`src/rtl/portgroup_pkg.sv`:
```
// Shared types and constants for the port-group transmit core.
// Status word layout is consumed by the regf bus-read path.
package portgroup_pkg;

  typedef enum logic [1:0] {
    IDLE  = 2'd0,
    BEAT0 = 2'd1,
    BEAT1 = 2'd2
  } tx_state_e;

  localparam int tx_depth_p = 2;
  localparam int lvl_w_c    = $clog2(tx_depth_p + 1);

  localparam int stat_busy_c    = 0;
  localparam int stat_lvl_lsb_c = 1;
  localparam int stat_ovf_c     = 3;
  localparam int stat_w_c       = 4;

endpackage

```
`src/rtl/portgroup_tx_fifo.sv`:
```
// Two-entry frame FIFO, head always in entry 0; exposes next-cycle head and
// level so the owner can register its outputs off them without extra latency.
module portgroup_tx_fifo
  import portgroup_pkg::*;
#(
  parameter int width_p = 32
) (
  input  logic                   clk,
  input  logic                   rst,
  input  logic                   push,
  input  logic                   pop,
  input  logic                   flush,
  input  logic [2*width_p-1:0]   push_data,
  output logic                   full,
  output logic                   empty,
  output logic [lvl_w_c-1:0]     level_nxt,
  output logic [2*width_p-1:0]   head_nxt
);

  localparam int idx_w_c = (tx_depth_p > 1) ? $clog2(tx_depth_p) : 1;

  logic [2*width_p-1:0] mem_q [tx_depth_p];
  logic [2*width_p-1:0] mem_d [tx_depth_p];
  logic [lvl_w_c-1:0]   level_q;
  logic [idx_w_c-1:0]   wr_idx;
  logic                 push_ok;
  logic                 pop_ok;

  assign full    = (level_q == lvl_w_c'(tx_depth_p));
  assign empty   = (level_q == '0);
  assign pop_ok  = pop & ~empty;
  // A pop frees the tail slot in the same cycle, so a full FIFO still accepts.
  assign push_ok = push & (~full | pop_ok);
  assign wr_idx  = idx_w_c'(pop_ok ? (level_q - lvl_w_c'(1)) : level_q);

  always_comb begin
    mem_d     = mem_q;
    level_nxt = level_q;
    if (flush) begin
      level_nxt = '0;
    end else begin
      if (pop_ok) begin
        for (int i = 0; i < tx_depth_p - 1; i++) begin
          mem_d[i] = mem_q[i+1];
        end
      end
      if (push_ok) begin
        mem_d[wr_idx] = push_data;
      end
      level_nxt = level_q + lvl_w_c'(push_ok) - lvl_w_c'(pop_ok);
    end
  end

  assign head_nxt = mem_d[0];

  always_ff @(posedge clk) begin
    if (rst) begin
      level_q <= '0;
      mem_q   <= '{default: '0};
    end else begin
      level_q <= level_nxt;
      mem_q   <= mem_d;
    end
  end

endmodule

```
`src/rtl/portgroup_tx.sv`:
```
// Transmit core: queues regf-written two-word frames and serializes each as
// two valid/ready beats. Every output, status included, comes straight from a flop.
module portgroup_tx
  import portgroup_pkg::*;
#(
  parameter int width_p = 32
) (
  input  logic                 main_clk_i,
  input  logic                 main_rst_i,
  input  logic                 regf_ctrl_ena_rval_i,
  input  logic [width_p-1:0]   regf_tx_data0_rval_i,
  input  logic                 regf_tx_data0_upd_i,
  input  logic [width_p-1:0]   regf_tx_data1_rval_i,
  output logic [stat_w_c-1:0]  regf_tx_stat_rbus_o,
  output logic                 tx_valid_o,
  output logic [width_p-1:0]   tx_data_o,
  output logic                 tx_last_o,
  input  logic                 tx_ready_i
);

  tx_state_e             state_q;
  tx_state_e             state_d;
  logic                  ena;
  logic                  push_req;
  logic                  hs;
  logic                  pop;
  logic                  drop;
  logic                  ovf_q;
  logic                  ovf_d;
  logic                  fifo_full;
  logic                  fifo_empty;
  logic [lvl_w_c-1:0]    lvl_nxt;
  logic [2*width_p-1:0]  head_nxt;
  logic                  valid_d;
  logic                  last_d;
  logic [width_p-1:0]    data_d;
  logic [stat_w_c-1:0]   stat_d;

  assign ena      = regf_ctrl_ena_rval_i;
  assign push_req = regf_tx_data0_upd_i & ena;
  assign hs       = tx_valid_o & tx_ready_i;
  assign pop      = (state_q == BEAT1) & hs & ena;
  assign drop     = push_req & fifo_full & ~pop;
  // Dropping enable flushes the queue, so the sticky overflow goes with it.
  assign ovf_d    = ena & (ovf_q | drop);

  portgroup_tx_fifo #(
    .width_p (width_p)
  ) u_fifo (
    .clk       (main_clk_i),
    .rst       (main_rst_i),
    .push      (push_req),
    .pop       (pop),
    .flush     (~ena),
    .push_data ({regf_tx_data1_rval_i, regf_tx_data0_rval_i}),
    .full      (fifo_full),
    .empty     (fifo_empty),
    .level_nxt (lvl_nxt),
    .head_nxt  (head_nxt)
  );

  always_ff @(posedge main_clk_i) begin
    if (main_rst_i) begin
      state_q             <= IDLE;
      ovf_q               <= 1'b0;
      tx_valid_o          <= 1'b0;
      tx_last_o           <= 1'b0;
      tx_data_o           <= '0;
      regf_tx_stat_rbus_o <= '0;
    end else begin
      state_q             <= state_d;
      ovf_q               <= ovf_d;
      tx_valid_o          <= valid_d;
      tx_last_o           <= last_d;
      tx_data_o           <= data_d;
      regf_tx_stat_rbus_o <= stat_d;
    end
  end

  // Leaving IDLE on the push itself keeps first-beat latency at one cycle.
  always_comb begin
    state_d = state_q;
    if (!ena) begin
      state_d = IDLE;
    end else begin
      case (state_q)
        IDLE:    if (!fifo_empty || push_req) state_d = BEAT0;
        BEAT0:   if (hs) state_d = BEAT1;
        BEAT1:   if (hs) state_d = (lvl_nxt != '0) ? BEAT0 : IDLE;
        default: state_d = IDLE;
      endcase
    end
  end

  // Outputs decode the next state and next head so they can be registered.
  always_comb begin
    valid_d = 1'b0;
    last_d  = 1'b0;
    data_d  = '0;
    case (state_d)
      BEAT0: begin
        valid_d = 1'b1;
        data_d  = head_nxt[width_p-1:0];
      end
      BEAT1: begin
        valid_d = 1'b1;
        last_d  = 1'b1;
        data_d  = head_nxt[2*width_p-1:width_p];
      end
      default: ;
    endcase
    stat_d                               = '0;
    stat_d[stat_busy_c]                  = (state_d != IDLE);
    stat_d[stat_lvl_lsb_c +: lvl_w_c]    = lvl_nxt;
    stat_d[stat_ovf_c]                   = ovf_d;
  end

endmodule

```
`config.mk`:
```
export PLATFORM = sky130hd
export DESIGN_NAME = portgroup_tx
export DESIGN_NICKNAME = d
export VERILOG_FILES = /design/src/rtl/portgroup_pkg.sv /design/src/rtl/portgroup_tx_fifo.sv /design/src/rtl/portgroup_tx.sv
export SDC_FILE = /design/constraint.sdc
export NUM_CORES = 1
export LEC_CHECK = 0
export ABC_AREA = 1
export CAP_MARGIN = 20
export CORE_MARGIN = 2
export CORE_UTILIZATION = 65
export DETAILED_ROUTE_END_ITERATION = 16
export DONT_BUFFER_PORTS = 1
export GPL_TIMING_DRIVEN = 0
export PLACE_DENSITY = 0.88
export SETUP_SLACK_MARGIN = 0.5
export SLEW_MARGIN = 40
export SYNTH_ARGS = -nofsm -noshare
export SYNTH_HDL_FRONTEND = slang
export SYNTH_HIERARCHICAL = 1
export SYNTH_SLANG_ARGS = --single-unit
```
`constraint.sdc`:
```
create_clock -name main_clk_i -period 8.6 [get_ports main_clk_i]
set_input_delay 0.43 -clock main_clk_i [delete_from_list [all_inputs] [get_ports main_clk_i]]
set_output_delay 0.43 -clock main_clk_i [all_outputs]
set_load 0.005 [all_outputs]
```
==> flow_metrics.tcl <==
set metrics [dict create \
    place_congestion 0.910 \
    io_pins 107 \
    postCtsSetupRepairBufs 0 \
    num_rows 40 \
    first_pass_iters 8 \
    finalCriticalPeriod_ns 4.00 \
    placed_cell_area_um2 8270 \
    clkSinkCount 170 \
    path_class "reg -> reg" \
    fin_nets 1344 \
    ir_drop_mv 0.158 \
    core-area_um2 12100 \
    cts_buffer_depth 2 \
    final_cell_mix "nand2_1, inv_1, nor2_1" \
    holdWs_ns 0.0541 \
    vias 7543 \
    dp_hpwl_um 14400 \
    wire_per_inst_um 14.5 \
    yosys_warnings 6 \
    status "finished clean" \
    grt_pass1_wl_um 33900 \
    rsz0062_at_grt "false" \
    total_power_mw 1.74 \
    start_util_pct 66.8 \
    max_cap_viol_count 0 \
    grt_overflow 0 \
    relSlewSlack_pct 54.8 \
    cts_htree_levels 4 \
    fmax_ghz 0.250 \
    ys_ff_latch 170 \
    clk_latency_ns 0.44 \
    final_area_um2 8850 \
    hold_path_class "in -> reg" \
    via_per_inst 5.20 \
    cpPeakStageDelay_ns 0.45 \
    first_iter_violations 878 \
    cts_tree "built" \
    die_y_um 115 \
    grt_pass1_vias 7043 \
    finalHoldViolCount 0 \
    track_usage_pct 32.8 \
    crit_required_ns 8.93 \
    cp-end-kind "flop" \
    setup_tns_ns 0 \
    routed_wl_um 21100 \
    synth.avg_cell_area_um2 6.43 \
    cp.arrival_ns 4.32 \
    ctsResizeCount 0 \
    cts_hold_buf 0 \
    root_buffer "clkbuf_16" \
    drc 0 \
    clkSlewWorstSetupHoldPaths_ns 0.07 \
    syn-num-nets 1325 \
    die_area_um2 13300 \
    path_cells "nand2_1 > inv_1 > nand2_1 > nor2_1 > nor2_1 > a21oi_4 > clkbuf_1 > nand2_1 > nand2_1 > ha_1 > xnor2_1 > o21ai_0 > nor2_1 > inv_1 > nand2_1 > nand3_1 > nand3_2 > nand2_2 > inv_1 > ha_1 > buf_2 > nand2_1 > a21oi_1" \
    dieWidth_um 115 \
    seq_area_frac_synth_pct 42.2 \
    final.setup_skew_ns 0.0122 \
    p_leak_nw 4.28 \
    antenna_left 0 \
    syn2layout_area_growth_pct 9.86 \
    antenna_found_initial 1 \
    critPathSlowestCell "clkbuf_1" \
    path_common_cell "nand2_1" \
    p_per_area_nw_per_um2 196 \
    drv_slew 0 \
    final_common_cell "nand2_1" \
    port_buffers 0 \
    cts_buffers 17 \
    tightest_slew_ns 0.678 \
    yosysUniqueCellTypes 25 \
    fin_crit_sh_pct 46.5 \
    netlist_instances 1252 \
    layout-drive-gt1-share_pct 7.79 \
    fillers 952 \
    n_antenna_cell 0 \
    setup_viol 0 \
    setup.worst_path.start_class "flop" \
    synth_area_um2 8060 \
    grt_max_degree 17 \
    critPathMaxFanout 10 \
]
routing by layer:
metal / up-vias / part of all wire (%) / global-route usage [%]
li1: 3774 / - / -
met1: 3308 / 41 / 41.6
met2: 393 / 45 / 51.8
met3: 68 / 10 / 8.75
met4: 0 / 3.6 / 15.8
met5: - / 0 / 0
final timing paths:
check             slack (ns)  depth (start not counted)                  endpoint                   from
setup / recovery        4.60                         23  tx_data_o[16]$_SDFF_PP0_  tx_valid_o$_SDFF_PP0_
setup reg to reg        4.60                         23  tx_data_o[16]$_SDFF_PP0_  tx_valid_o$_SDFF_PP0_
hold / removal          0.05                          1     state_q[0]$_SDFF_PP0_             main_rst_i
hold reg to reg         0.48                          2                      flop                   flop
Yosys cell counts (all sizes together):
| cell | n | area, um2 |
|---|---|---|
| nand2 | 343 | 1310 |
| nand3 | 131 | 661 |
| a21oi | 34 | 181 |
| o31ai | 1 | 7.51 |
| clkinv | 1 | 3.75 |
| xnor2 | 1 | 8.76 |
| ha | 4 | 50.1 |
| clkbuf | 19 | 71.3 |
| dfxtp | 170 | 3400 |
| inv | 215 | 807 |
| nor2 | 207 | 785 |
| nor3 | 2 | 10.0 |
| o211ai | 1 | 7.51 |
| o21ai | 65 | 325 |
| buf | 58 | 430 |
stage by stage:
stage	util [%]	std cells	worst slack [ns]
after floorplan	-	1252	5.66
after global placement	68.5	1420	4.98
after detailed placement	68.5	1420	4.94
after CTS	73.4	1451	4.76
after global routing	73.4	1451	4.37
final	73.4	1451	4.60
power by group:
group | total, mW | internal [mW] | switching, mW
clock | 0.762 | 0.437 | 0.325
sequential | 0.815 | 0.808 | 0.00695
combinational | 0.160 | 0.0502 | 0.110
logic make-up (layout without fill, tap and decap cells):
family	Yosys count	in the layout	share of synthesized area [%]
adder cells (fa/ha/maj)	4	4	0.621
AO/OA/AOI/OAI	101	101	6.48
buffers and inverters	293	324	16.3
XOR/XNOR	1	1	0.109
AND/OR/NAND/NOR	683	683	34.3
flip-flops	170	170	42.2
area by class of cell:
type,count,area (um2),area share (%)
plain buffers,77,502,5.67
multi-input cells,789,3340,37.7
inverters,216,811,9.16
clock buffers,19,443,5.00
clock inverters,12,141,1.60
flip-flops and latches,170,3400,38.5
well taps,168,210,2.37
critical path, delay by kind of cell, from the launching register on:
kind                       cells  cell delay, ns
AOI/OAI and AO/OA              3            0.62
adders and majority gates      2            0.40
and+or+nand+nor               12            1.40
xor gates and xnor gates       1            0.14
DFF                            1            0.35
buffers and inverters          5            0.96
Power figures use the tool's default switching activity.
